**src/rtl/stopwatch_ctrl.sv**
```systemverilog
// stopwatch_ctrl -- MM:SS BCD stopwatch with run / pause / adjust control.
// A free-running prescaler generates the 1 Hz tick, the 2 Hz adjust tick and
// the 4 Hz blink strobe. Time is kept as four BCD digits; the hex outputs are
// registered copies of the next time value.
// Optional lap (display freeze) feature: define STOPWATCH_LAP_EN.
module stopwatch_ctrl #(
  parameter int CLK_HZ = 100000000
) (
  input  logic       clk,
  input  logic       rst,
  input  logic       pause_pulse,
  input  logic       adj,
  input  logic       sel,
  input  logic       lap_pulse,
  output logic [3:0] hex3,
  output logic [3:0] hex2,
  output logic [3:0] hex1,
  output logic [3:0] hex0,
  output logic       adj_out,
  output logic [3:0] blink_mask,
  output logic       en_blink
);

  // Prescaler width and the decode points within one second.
  localparam int PW = (CLK_HZ > 1) ? $clog2(CLK_HZ) : 1;
  localparam logic [PW-1:0] P_LAST = PW'(CLK_HZ - 1);
  localparam logic [PW-1:0] P_HALF = PW'(CLK_HZ / 2 - 1);
  localparam logic [PW-1:0] P_Q1   = PW'(CLK_HZ / 4 - 1);
  localparam logic [PW-1:0] P_Q3   = PW'(3 * (CLK_HZ / 4) - 1);

  // Controller states.
  localparam logic [1:0] ST_PAUSED = 2'd0;
  localparam logic [1:0] ST_RUN    = 2'd1;
  localparam logic [1:0] ST_ADJUST = 2'd2;

  // Blink masks: minutes are digits 3..2, seconds are digits 1..0.
  localparam logic [3:0] MASK_MIN = 4'b1100;
  localparam logic [3:0] MASK_SEC = 4'b0011;

  // Increment a BCD 00..59 field, wrapping 59 -> 00.
  function automatic logic [7:0] bcd60_inc(input logic [3:0] tens, input logic [3:0] ones);
    logic [7:0] r;
    if (ones != 4'd9) begin
      r = {tens, ones + 4'd1};
    end else if (tens != 4'd5) begin
      r = {tens + 4'd1, 4'd0};
    end else begin
      r = 8'h00;
    end
    return r;
  endfunction

  logic [PW-1:0] p_q;
  logic [PW-1:0] p_d;
  logic          tick1;
  logic          tick2;

  logic [1:0]    state_q;
  logic [1:0]    state_d;
  logic          resume_q;
  logic          resume_d;

  // Digit index: 0 = S-ones, 1 = S-tens, 2 = M-ones, 3 = M-tens.
  logic [3:0]    dig_q [4];
  logic [3:0]    dig_d [4];
  logic [3:0]    hex_q [4];
  logic [3:0]    hex_d [4];

  logic [7:0]    sec_next;
  logic [7:0]    min_next;
  logic          sec_at_59;

  logic          adj_out_q;
  logic          adj_out_d;
  logic [3:0]    blink_mask_q;
  logic [3:0]    blink_mask_d;

  // ---------------------------------------------------------------------------
  // Prescaler and tick decode. The counter never stops, so tick phase is
  // independent of run/pause/adjust activity.
  // ---------------------------------------------------------------------------

  // Next prescaler value: count 0..CLK_HZ-1 and wrap.
  always_comb begin
    p_d = (p_q == P_LAST) ? '0 : p_q + 1'b1;
  end

  // Prescaler register.
  always_ff @(posedge clk or posedge rst) begin
    if (rst) begin
      p_q <= '0;
    end else begin
      p_q <= p_d;
    end
  end

  assign tick1    = (p_q == P_LAST);
  assign tick2    = (p_q == P_HALF) || (p_q == P_LAST);
  // Quarter-second blink strobe; p == 0 never matches, so it is low in reset.
  assign en_blink = (p_q == P_Q1) || (p_q == P_HALF) || (p_q == P_Q3) || (p_q == P_LAST);

  // ---------------------------------------------------------------------------
  // Control FSM. adj is checked before pause_pulse so adjust requests win.
  // ---------------------------------------------------------------------------

  // Next-state and resume-flag decode.
  always_comb begin
    state_d  = state_q;
    resume_d = resume_q;
    case (state_q)
      ST_PAUSED: begin
        if (adj) begin
          state_d  = ST_ADJUST;
          resume_d = 1'b0;
        end else if (pause_pulse) begin
          state_d = ST_RUN;
        end
      end
      ST_RUN: begin
        if (adj) begin
          state_d  = ST_ADJUST;
          resume_d = 1'b1;
        end else if (pause_pulse) begin
          state_d = ST_PAUSED;
        end
      end
      ST_ADJUST: begin
        if (!adj) begin
          state_d = resume_q ? ST_RUN : ST_PAUSED;
        end
      end
      default: begin
        state_d  = ST_PAUSED;
        resume_d = 1'b0;
      end
    endcase
  end

  // FSM state and resume flag registers.
  always_ff @(posedge clk or posedge rst) begin
    if (rst) begin
      state_q  <= ST_PAUSED;
      resume_q <= 1'b0;
    end else begin
      state_q  <= state_d;
      resume_q <= resume_d;
    end
  end

  // ---------------------------------------------------------------------------
  // Time keeping. The update is keyed on the current state, so a tick that
  // coincides with RUN -> ADJUST still counts as a running second.
  // ---------------------------------------------------------------------------

  assign sec_next  = bcd60_inc(dig_q[1], dig_q[0]);
  assign min_next  = bcd60_inc(dig_q[3], dig_q[2]);
  assign sec_at_59 = (dig_q[1] == 4'd5) && (dig_q[0] == 4'd9);

  // Next time value: running count with carry, or single-field adjust.
  always_comb begin
    for (int i = 0; i < 4; i++) begin
      dig_d[i] = dig_q[i];
    end
    if ((state_q == ST_RUN) && tick1) begin
      dig_d[1] = sec_next[7:4];
      dig_d[0] = sec_next[3:0];
      if (sec_at_59) begin
        dig_d[3] = min_next[7:4];
        dig_d[2] = min_next[3:0];
      end
    end else if ((state_q == ST_ADJUST) && tick2) begin
      if (sel) begin
        dig_d[1] = sec_next[7:4];
        dig_d[0] = sec_next[3:0];
      end else begin
        dig_d[3] = min_next[7:4];
        dig_d[2] = min_next[3:0];
      end
    end
  end

  // ---------------------------------------------------------------------------
  // Optional display freeze. Lap presses are ignored in ADJUST (including the
  // exit cycle) and entering ADJUST always drops the freeze.
  // ---------------------------------------------------------------------------
`ifdef STOPWATCH_LAP_EN
  logic freeze_q;
  logic freeze_d;

  // Freeze toggle decode.
  always_comb begin
    freeze_d = freeze_q;
    if (state_d == ST_ADJUST) begin
      freeze_d = 1'b0;
    end else if (lap_pulse && (state_q != ST_ADJUST)) begin
      freeze_d = ~freeze_q;
    end
  end

  // Freeze flag register.
  always_ff @(posedge clk or posedge rst) begin
    if (rst) begin
      freeze_q <= 1'b0;
    end else begin
      freeze_q <= freeze_d;
    end
  end
`else
  // Port kept for pin compatibility; nothing listens to it in this build.
  logic unused_lap;
  assign unused_lap = lap_pulse;
`endif

  // Per-digit display source: the live next time, or the held value while frozen.
  genvar gi;
  generate
    for (gi = 0; gi < 4; gi++) begin : g_digit
`ifdef STOPWATCH_LAP_EN
      assign hex_d[gi] = freeze_d ? hex_q[gi] : dig_d[gi];
`else
      assign hex_d[gi] = dig_d[gi];
`endif
    end
  endgenerate

  // Time digits and display registers; both load in the same cycle.
  always_ff @(posedge clk or posedge rst) begin
    if (rst) begin
      for (int i = 0; i < 4; i++) begin
        dig_q[i] <= 4'd0;
        hex_q[i] <= 4'd0;
      end
    end else begin
      for (int i = 0; i < 4; i++) begin
        dig_q[i] <= dig_d[i];
        hex_q[i] <= hex_d[i];
      end
    end
  end

  // ---------------------------------------------------------------------------
  // Adjust indicators, registered from the next state so they line up with
  // the state change and follow sel one cycle later.
  // ---------------------------------------------------------------------------

  // Indicator decode.
  always_comb begin
    adj_out_d    = (state_d == ST_ADJUST);
    blink_mask_d = 4'b0000;
    if (state_d == ST_ADJUST) begin
      blink_mask_d = sel ? MASK_SEC : MASK_MIN;
    end
  end

  // Indicator registers.
  always_ff @(posedge clk or posedge rst) begin
    if (rst) begin
      adj_out_q    <= 1'b0;
      blink_mask_q <= 4'b0000;
    end else begin
      adj_out_q    <= adj_out_d;
      blink_mask_q <= blink_mask_d;
    end
  end

  assign hex3       = hex_q[3];
  assign hex2       = hex_q[2];
  assign hex1       = hex_q[1];
  assign hex0       = hex_q[0];
  assign adj_out    = adj_out_q;
  assign blink_mask = blink_mask_q;

endmodule

```
**config.mk**
```make
export PLATFORM = sky130hd
export DESIGN_NAME = stopwatch_ctrl
export DESIGN_NICKNAME = d
export VERILOG_FILES = /design/src/rtl/stopwatch_ctrl.sv
export SDC_FILE = /design/constraint.sdc
export NUM_CORES = 1
export LEC_CHECK = 0
export BUFFER_PORTS_ARGS = -buffer_cell sky130_fd_sc_hd__clkbuf_2
export CAP_MARGIN = 10
export CORE_MARGIN = 3
export CORE_UTILIZATION = 25
export CTS_CLUSTER_SIZE = 30
export DETAILED_ROUTE_END_ITERATION = 6
export GPL_TIMING_DRIVEN = 0
export PLACE_DENSITY = 0.52
export SYNTH_ARGS = -nofsm -noshare
export SYNTH_HDL_FRONTEND = slang
export SYNTH_SLANG_ARGS = --single-unit
```
**constraint.sdc**
```tcl
create_clock -name clk -period 2.7 [get_ports clk]
set_input_delay 0.27 -clock clk [delete_from_list [all_inputs] [get_ports clk]]
set_output_delay 0.27 -clock clk [all_outputs]
set_load 0.03 [all_outputs]
```
==> flow_metrics.env, run 1 <==
export IMPL_status="complete, no violations"
export IMPL_arrival_ps=2580
export IMPL_clk_pin_slew_ps=90
export IMPL_critPathKind="register to register"
export IMPL_fin_crit_sh=0.888
export IMPL_yosysUniqueCellTypes=56
export IMPL_initial_core_util=0.260
export IMPL_synth_ff_type="dfrtp_1"
export IMPL_ys_seq_area_frac=0.476
export IMPL_layout_drive_gt1_share=0.180
export IMPL_layout_area_overhead_vs_synth_pct=16.0
export IMPL_grt_max_degree=33
export IMPL_syn_area_per_cell_um2=10.3
export IMPL_crit_required_ps=2880
export IMPL_wl_um=5410
export IMPL_antenna_cells=0
export IMPL_numCtsBuffers=5
export IMPL_end_kind="register"
export IMPL_ir_drop_uv=158
export IMPL_cts_tree="built"
export IMPL_crit_path_start_kind="register"
export IMPL_fmax_mhz=417
export IMPL_numPortBuffers=26
export IMPL_post_drt_wl_per_cell_um=13.0
export IMPL_grt_overflow=0
export IMPL_timing_setup_tns_ps=0
export IMPL_fin_nets=291
export IMPL_remaining_drc_errors=0
export IMPL_finalSetupViolCount=0
export IMPL_final_common_cell="dfrtp_1"
export IMPL_holdCritPathClass="primary input to register"
export IMPL_synth_seq_cells=49
export IMPL_ys_warn_count=0
export IMPL_fp_row_count=36
export IMPL_drt_vias_per_instance=4.72
export IMPL_slew_violations=0
export IMPL_critPathMaxFanout=9
export IMPL_die_x_um=108
export IMPL_dpl_worst_slack_ps=293
export IMPL_core_um2=9910
export IMPL_r2r_cells=9
export IMPL_grt_setup_unrepaired="false"
export IMPL_relSlewSlack=0.468
export IMPL_layout_setup_ws_ps=301
export IMPL_insertion_delay_ps=290
export IMPL_antenna_found_initial=0
export IMPL_worst_r2r_endpoint="hex3[1]"
export IMPL_ctsHoldBuffers=1
export IMPL_drt_iter0_markers=110
export IMPL_place_gp_congestion=0.753
export IMPL_rr_startpoint="p_q[0]"
export IMPL_r2r_slack_ps=300
export IMPL_fin_crit_ps=2400
export IMPL_worstSetupStartpoint="p_q[0]"
export IMPL_leakage_nw=1.40
export IMPL_drt_pass1_iterations=4
export IMPL_grt_first_pass_wirelength_um=9560
export IMPL_clk_path_buf_depth=2
export IMPL_root_buffer="clkbuf_8"
export IMPL_synth_edf_count=0
export IMPL_dp_hpwl_um=3960
export IMPL_ys_async_sr_fraction=1.00
export IMPL_cts_resized=0
export IMPL_synthCells=249
export IMPL_crit_end="hex3[1]"
export IMPL_tightest_slew_ps=795
export IMPL_power_density_nw_per_um2=413
export IMPL_synthesis_area_um2=2580
export IMPL_final_cell_mix="dfrtp_1 (49), clkbuf_2 (26), nor2_1 (22)"
export IMPL_post_cts_buffers=0
export IMPL_grt_pass1_vias=1940
export IMPL_ioPinCount=28
export IMPL_grt_usage=0.100
export IMPL_htree_levels=2
export IMPL_fp_dieH_um=108
export IMPL_vias=1967
export IMPL_antenna_left=0
export IMPL_max_cap_violations=0
export IMPL_final_core_util=0.302
export IMPL_dieArea_um2=11600
export IMPL_cts_sinks=49
export IMPL_syn_nets=256
export IMPL_finalClockSkew_ps=6.60
export IMPL_finalHoldViolCount=0
[synthesized netlist by cell type (all sizes together) (2+ instances only)]
cell | number | area, um2
buf | 5 | 38.8
xnor2 | 13 | 114
nand2b | 3 | 18.8
nand4b | 2 | 32.5
nand3 | 16 | 80.1
nand2 | 21 | 78.8
o32ai | 2 | 25.0
and4 | 7 | 61.3
nor2 | 22 | 82.6
nor3b | 3 | 22.5
o21ai | 11 | 55.1
xor2 | 12 | 105
nor3 | 4 | 25.0
nand3b | 2 | 15.0
nor2b | 6 | 37.5
a32o | 3 | 31.3
and3 | 5 | 31.3
dfrtp | 49 | 1230
clkbuf | 3 | 11.3
and2 | 4 | 25.0
mux2 | 3 | 37.5
and4b | 2 | 20.0
o31ai | 5 | 37.5
nand4 | 9 | 77.6
a21oi | 7 | 35.0
mux2i | 3 | 30.0
inv | 7 | 26.3
and4bb | 3 | 37.5
[worst max-delay path, stage by stage (launching register included)]
cell and delay, ps:
dfrtp_1 400, ha_1 200, and3_1 160, buf_4 160, nand3_1 170, o32ai_2 370
a32o_1 240, buf_6 140, nand4b_4 120, mux2_4 320
[flip-flops by register name (all words and copies together), names as in the netlist]
name and flops:
hex1 4, hex3 4, resume_q 1, hex2 4
blink_mask 2, adj_out 1, hex0 4, p_q 27
state_q 2
[per-stage QoR]
stage	total power [W]	cells	hold slack, ps	instance area (um2)
floorplan	0.000791	249	336	2580
global placement	0.000807	408	474	2870
detailed placement	0.000813	409	282	2890
CTS	0.00126	417	171	2990
global route	0.00130	417	185	2990
finish	0.00123	417	180	2990
[per-layer routing]
| layer | part of all wire | vias up | GRT usage |
|---|---|---|---|
| li1 | - | 966 | - |
| met1 | 0.51 | 975 | 0.144 |
| met2 | 0.46 | 22 | 0.157 |
| met3 | 0.025 | 4 | 0.0222 |
| met4 | 0.0043 | 0 | 0.0162 |
| met5 | 0 | - | 0 |
[final cells by class]
type	instances	area, um2
multi-input combinational	185	1270
buffer	8	50.0
fill	1081	6920
inverter	7	26.3
sequential	49	1230
clock buffer	7	86.3
timing repair buffer	28	160
tap	133	166
[cells by family after synthesis]
group	share of synthesized area
simple gates	0.282
xor+xnor	0.0850
mux	0.0262
flops	0.476
compound gates	0.0967
fa+ha+maj	0.00486
buf+inv	0.0296
[power by group]
| group | switching (W) | total, W | internal, W |
|---|---|---|---|
| clock | 0.000233 | 0.000437 | 0.000204 |
| combinational | 0.0000356 | 0.0000524 | 0.0000168 |
| sequential | 0.00000543 | 0.000745 | 0.000739 |
| total | 0.000274 | 0.00123 | 0.000960 |
[worst min path at each step]
stage,startpoint,end,slack [ps],cells after the start
final,adj,state_q[0],180,2
after global routing,adj,state_q[0],190,2
after CTS,adj,state_q[0],170,2
after detailed placement,rst,hex3[1],280,2
after global placement,p_q[22],p_q[22],470,1
after floorplan,adj,state_q[0],340,1
(Power assumes the default switching activity.)
==> run 2: changes to the inputs <==
--- a/config.mk
+++ b/config.mk
@@ -13,6 +13,7 @@
 export DETAILED_ROUTE_END_ITERATION = 6
 export GPL_TIMING_DRIVEN = 0
 export PLACE_DENSITY = 0.52
+export REMOVE_ABC_BUFFERS = 1
 export SYNTH_ARGS = -nofsm -noshare
 export SYNTH_HDL_FRONTEND = slang
 export SYNTH_SLANG_ARGS = --single-unit
==> flow_metrics.env, run 2 (synthesis gave the netlist of run 1 again) <==
export IMPL_wl_um=5560
export IMPL_grt_pass1_vias=1911
export IMPL_vias=1939
export IMPL_root_buffer="clkbuf_8"
export IMPL_power_frac_seq=0.553
export IMPL_relSlewSlack=0.569
export IMPL_die_x_um=108
export IMPL_holdCritPathClass="primary input to asynchronous set/reset pin"
export IMPL_antenna_cells=0
export IMPL_cts_tree="built"
export IMPL_fill_cells=1072
export IMPL_place_gp_congestion=0.806
export IMPL_final_common_cell="dfrtp_1"
export IMPL_r2r_slack_ps=230
export IMPL_grt_setup_unrepaired="false"
export IMPL_crit_required_ps=2910
export IMPL_pwr_share_comb=0.037
export IMPL_insertion_delay_ps=310
export IMPL_grt_overflow=0
export IMPL_dieArea_um2=11600
export IMPL_antenna_left=0
export IMPL_grt_usage=0.100
export IMPL_leakage_nw=1.39
export IMPL_max_cap_violations=0
export IMPL_clk_path_buf_depth=2
export IMPL_timing_setup_tns_ps=0
export IMPL_drt_pass1_iterations=4
export IMPL_critPathKind="register to register"
export IMPL_swShare=0.231
export IMPL_fp_dieH_um=108
export IMPL_critPathMaxFanout=9
export IMPL_largest_reg_flops=27
export IMPL_power_density_nw_per_um2=455
export IMPL_fin_crit_ps=2470
export IMPL_post_drt_wl_per_cell_um=13.6
export IMPL_htree_levels=2
export IMPL_numCtsBuffers=5
export IMPL_p_sw_w=0.000312
export IMPL_ioPinCount=28
export IMPL_placedInstanceArea_um2=2850
export IMPL_end_kind="register"
export IMPL_numPortBuffers=26
export IMPL_status="complete, no violations"
export IMPL_fmax_mhz=405
export IMPL_layout_area_overhead_vs_synth_pct=15.2
export IMPL_grt_first_pass_wirelength_um=9490
export IMPL_remaining_drc_errors=0
export IMPL_drt_vias_per_instance=4.74
export IMPL_antenna_found_initial=0
export IMPL_arrival_ps=2680
export IMPL_slew_violations=0
export IMPL_clk_pin_slew_ps=100
export IMPL_drt_iter0_markers=113
export IMPL_internal_power_w=0.00104
export IMPL_final_cell_mix="dfrtp_1 (49), clkbuf_2 (26), nor2_1 (22)"
export IMPL_final_cell_area_um2=2970
export IMPL_core_um2=9910
export IMPL_tightest_slew_ps=644
export IMPL_layout_drive_gt1_share=0.178
export IMPL_grt_max_degree=28
export IMPL_cts_sinks=49
export IMPL_finalHoldViolCount=0
export IMPL_finalSetupViolCount=0
export IMPL_dp_hpwl_um=4030
export IMPL_fin_nets=282
export IMPL_p_clk_frac=0.411
export IMPL_crit_path_start_kind="register"
export IMPL_finalClockSkew_ps=11.1
export IMPL_ir_drop_uv=223
export IMPL_fin_crit_sh=0.915
export IMPL_initial_core_util=0.260
export IMPL_regMostFlops="p_q"
export IMPL_fp_row_count=36
==> run 2: worst paths after layout <==
path                         from    endpoint  cells past startpoint
setup / recovery           p_q[0]     hex3[1]                      7
hold / removal                rst     adj_out                      2
setup reg to reg           p_q[0]     hex3[1]                      7
hold reg to reg            p_q[0]      p_q[0]                      1
max in group asynchronous     rst     p_q[19]                      3
min in group clk              adj  state_q[0]                      2
==> run 2: per-layer routing <==
| metal | GRT usage | up-vias | share of wire |
|---|---|---|---|
| met5 | 0 | - | 0 |
| met4 | 0.0370 | 0 | 0.015 |
| met3 | 0.0162 | 6 | 0.024 |
| met2 | 0.160 | 30 | 0.47 |
| met1 | 0.137 | 957 | 0.49 |
| li1 | - | 946 | - |
==> run 2: critical path: stages (launching register included) <==
cell	delay (ps)
dfrtp_1	400
ha_1	190
and3_1	360
nand3_1	210
o32ai_2	360
a32o_2	390
nand4b_4	140
mux2_4	320
==> run 2: area by class of cell <==
| cell class | instances | area [um2] | share of cell area |
|---|---|---|---|
| inverters | 7 | 26.3 | 0.00885 |
| clock buffers | 5 | 68.8 | 0.0232 |
| flip-flops and latches | 49 | 1230 | 0.413 |
| well taps | 133 | 166 | 0.0561 |
| multi-input cells | 185 | 1270 | 0.430 |
| clock inverters | 3 | 47.5 | 0.0160 |
| repair buffers | 27 | 158 | 0.0531 |
==> run 2: power groups by stage <==
stage | clock [W] | sequential, W | combinational (W)
6_report | 0.000554 | 0.000746 | 0.0000495
5_1_grt | 0.000601 | 0.000747 | 0.0000563
4_1_cts | 0.000570 | 0.000746 | 0.0000517
3_5_place_dp | 0 | 0.000760 | 0.0000515
3_3_place_gp | 0 | 0.000760 | 0.0000462
2_1_floorplan | 0 | 0.000767 | 0.0000213
==> run 2: timing repair <==
action                     4_1_cts  5_1_grt
setup endpoints to repair        0        1
buffers inserted                 0        0
gates resized for setup          0        1
hold buffers                     0        0
==> run 2: per-stage QoR <==
step / total power, W / util / setup slack, ps / hold slack (ps) / instances
after floorplan: 0.000789 / - / 463 / 336 / 241
after global placement: 0.000806 / 0.285 / 112 / 475 / 400
after detailed placement: 0.000812 / 0.288 / 83.0 / 374 / 401
after CTS: 0.00137 / 0.299 / 76.8 / 22.4 / 409
after global routing: 0.00140 / 0.299 / 68.8 / 44.8 / 409
final: 0.00135 / 0.299 / 229 / 2.71 / 409
==> run 3: changes to the inputs <==
--- a/config.mk
+++ b/config.mk
@@ -11,7 +11,6 @@
 export CORE_UTILIZATION = 25
 export CTS_CLUSTER_SIZE = 30
 export DETAILED_ROUTE_END_ITERATION = 6
-export GPL_TIMING_DRIVEN = 0
 export PLACE_DENSITY = 0.52
 export REMOVE_ABC_BUFFERS = 1
 export SYNTH_ARGS = -nofsm -noshare
==> flow_metrics.env, run 3 (synthesis gave the netlist of run 1 again) <==
export IMPL_status="complete, no violations"
export IMPL_fin_crit_sh=0.913
export IMPL_finalHoldViolCount=0
export IMPL_post_drt_wl_per_cell_um=12.9
export IMPL_placedInstanceArea_um2=2880
export IMPL_place_gp_congestion=0.798
export IMPL_critPathKind="register to register"
export IMPL_dieArea_um2=11600
export IMPL_numPortBuffers=26
export IMPL_fp_dieH_um=108
export IMPL_fin_hold_ws_ps=162
export IMPL_die_x_um=108
export IMPL_final_cell_mix="dfrtp_1 (49), clkbuf_2 (26), nor2_1 (22)"
export IMPL_drt_pass1_iterations=4
export IMPL_drt_vias_per_instance=4.65
export IMPL_fmax_mhz=405
export IMPL_layout_drive_gt1_share=0.187
export IMPL_finalClockSkew_ps=7.55
export IMPL_insertion_delay_ps=300
export IMPL_power_density_nw_per_um2=441
export IMPL_max_cap_violations=0
export IMPL_regMostFlops="p_q"
export IMPL_antenna_left=0
export IMPL_core_um2=9910
export IMPL_final_common_cell="dfrtp_1"
export IMPL_cts_sinks=49
export IMPL_fp_row_count=36
export IMPL_largest_reg_flops=27
export IMPL_cts_resized=0
export IMPL_timing_setup_tns_ps=0
export IMPL_numCtsBuffers=5
export IMPL_crit_required_ps=2890
export IMPL_fin_nets=289
export IMPL_layout_area_overhead_vs_synth_pct=16.3
export IMPL_holdCritPathClass="primary input to register"
export IMPL_grt_pass1_vias=1860
export IMPL_vias=1936
export IMPL_fin_crit_ps=2470
export IMPL_grt_overflow=0
export IMPL_drt_iter0_markers=108
export IMPL_leakage_nw=1.41
export IMPL_grt_first_pass_wirelength_um=9300
export IMPL_slew_violations=0
export IMPL_ioPinCount=28
export IMPL_critPathMaxFanout=9
export IMPL_clk_pin_slew_ps=90
export IMPL_finalSetupViolCount=0
export IMPL_cts_tree="built"
export IMPL_tightest_slew_ps=540
export IMPL_grt_max_degree=26
export IMPL_wl_um=5370
export IMPL_post_cts_buffers=0
export IMPL_grt_usage=0.0992
export IMPL_grt_setup_unrepaired="false"
export IMPL_root_buffer="clkbuf_8"
export IMPL_dp_hpwl_um=3910
export IMPL_crit_path_start_kind="register"
export IMPL_htree_levels=2
export IMPL_ir_drop_uv=238
export IMPL_final_cell_area_um2=3000
export IMPL_antenna_found_initial=0
export IMPL_initial_core_util=0.260
export IMPL_end_kind="register"
export IMPL_remaining_drc_errors=0
export IMPL_arrival_ps=2660
export IMPL_antenna_cells=0
export IMPL_relSlewSlack=0.640
export IMPL_clk_path_buf_depth=2
-- run 3: where the power goes --
group | total, W | switching, W | internal (W)
combinational | 0.0000467 | 0.0000339 | 0.0000128
sequential | 0.000745 | 0.00000624 | 0.000739
clock | 0.000528 | 0.000250 | 0.000278
-- run 3: what timing repair did --
| action | 4_1_cts | 5_1_grt |
|---|---|---|
| endpoints found under the hold margin | 7 | 0 |
| endpoints found under the setup margin | 0 | 0 |
| hold buffers | 1 | 0 |
-- run 3: critical path, cell delays in order (launching register included) --
cell      delay [ps]
dfrtp_1          400
ha_1             190
and3_1           260
nand3_1          170
o32ai_2          380
a32o_1           480
nand4b_4         150
mux2_4           310
-- run 3: worst paths after layout --
| kind | start | to | slack (ps) | cells after the start |
|---|---|---|---|---|
| setup / recovery | p_q[0] | hex3[1] | 230 | 7 |
| setup reg to reg | p_q[0] | hex3[1] | 230 | 7 |
| hold / removal | adj | state_q[0] | 160 | 2 |
| max in group asynchronous | rst | p_q[22] | 1450 | 4 |
| hold reg to reg | p_q[0] | p_q[0] | 490 | 1 |
| min in group asynchronous | rst | adj_out | 530 | 3 |
-- run 3: final cells by class --
cell class	count	area, um2
fillers	1061	6910
clock inverters	2	38.8
inverters	7	26.3
flip-flops and latches	49	1230
well taps	133	166
repair buffers	34	193
clock buffers	6	72.6
multi-input cells	185	1270
-- run 3: metal layers --
layer / GRT usage / vias to the layer above / wire length (um)
met3: 0.0186 / 4 / 128
li1: - / 962 / -
met1: 0.138 / 946 / 2670
met2: 0.157 / 24 / 2520
met4: 0.0298 / 0 / 49
met5: 0 / - / 0
-- run 3: stage by stage --
stage,total power [W],instances,utilization,setup WS [ps]
global placement,0.000808,407,0.290,274
detailed placement,0.000808,407,0.290,257
floorplan,0.000789,241,-,463
CTS,0.00134,416,0.302,226
finish,0.00132,416,0.302,234
global route,0.00137,416,0.302,111
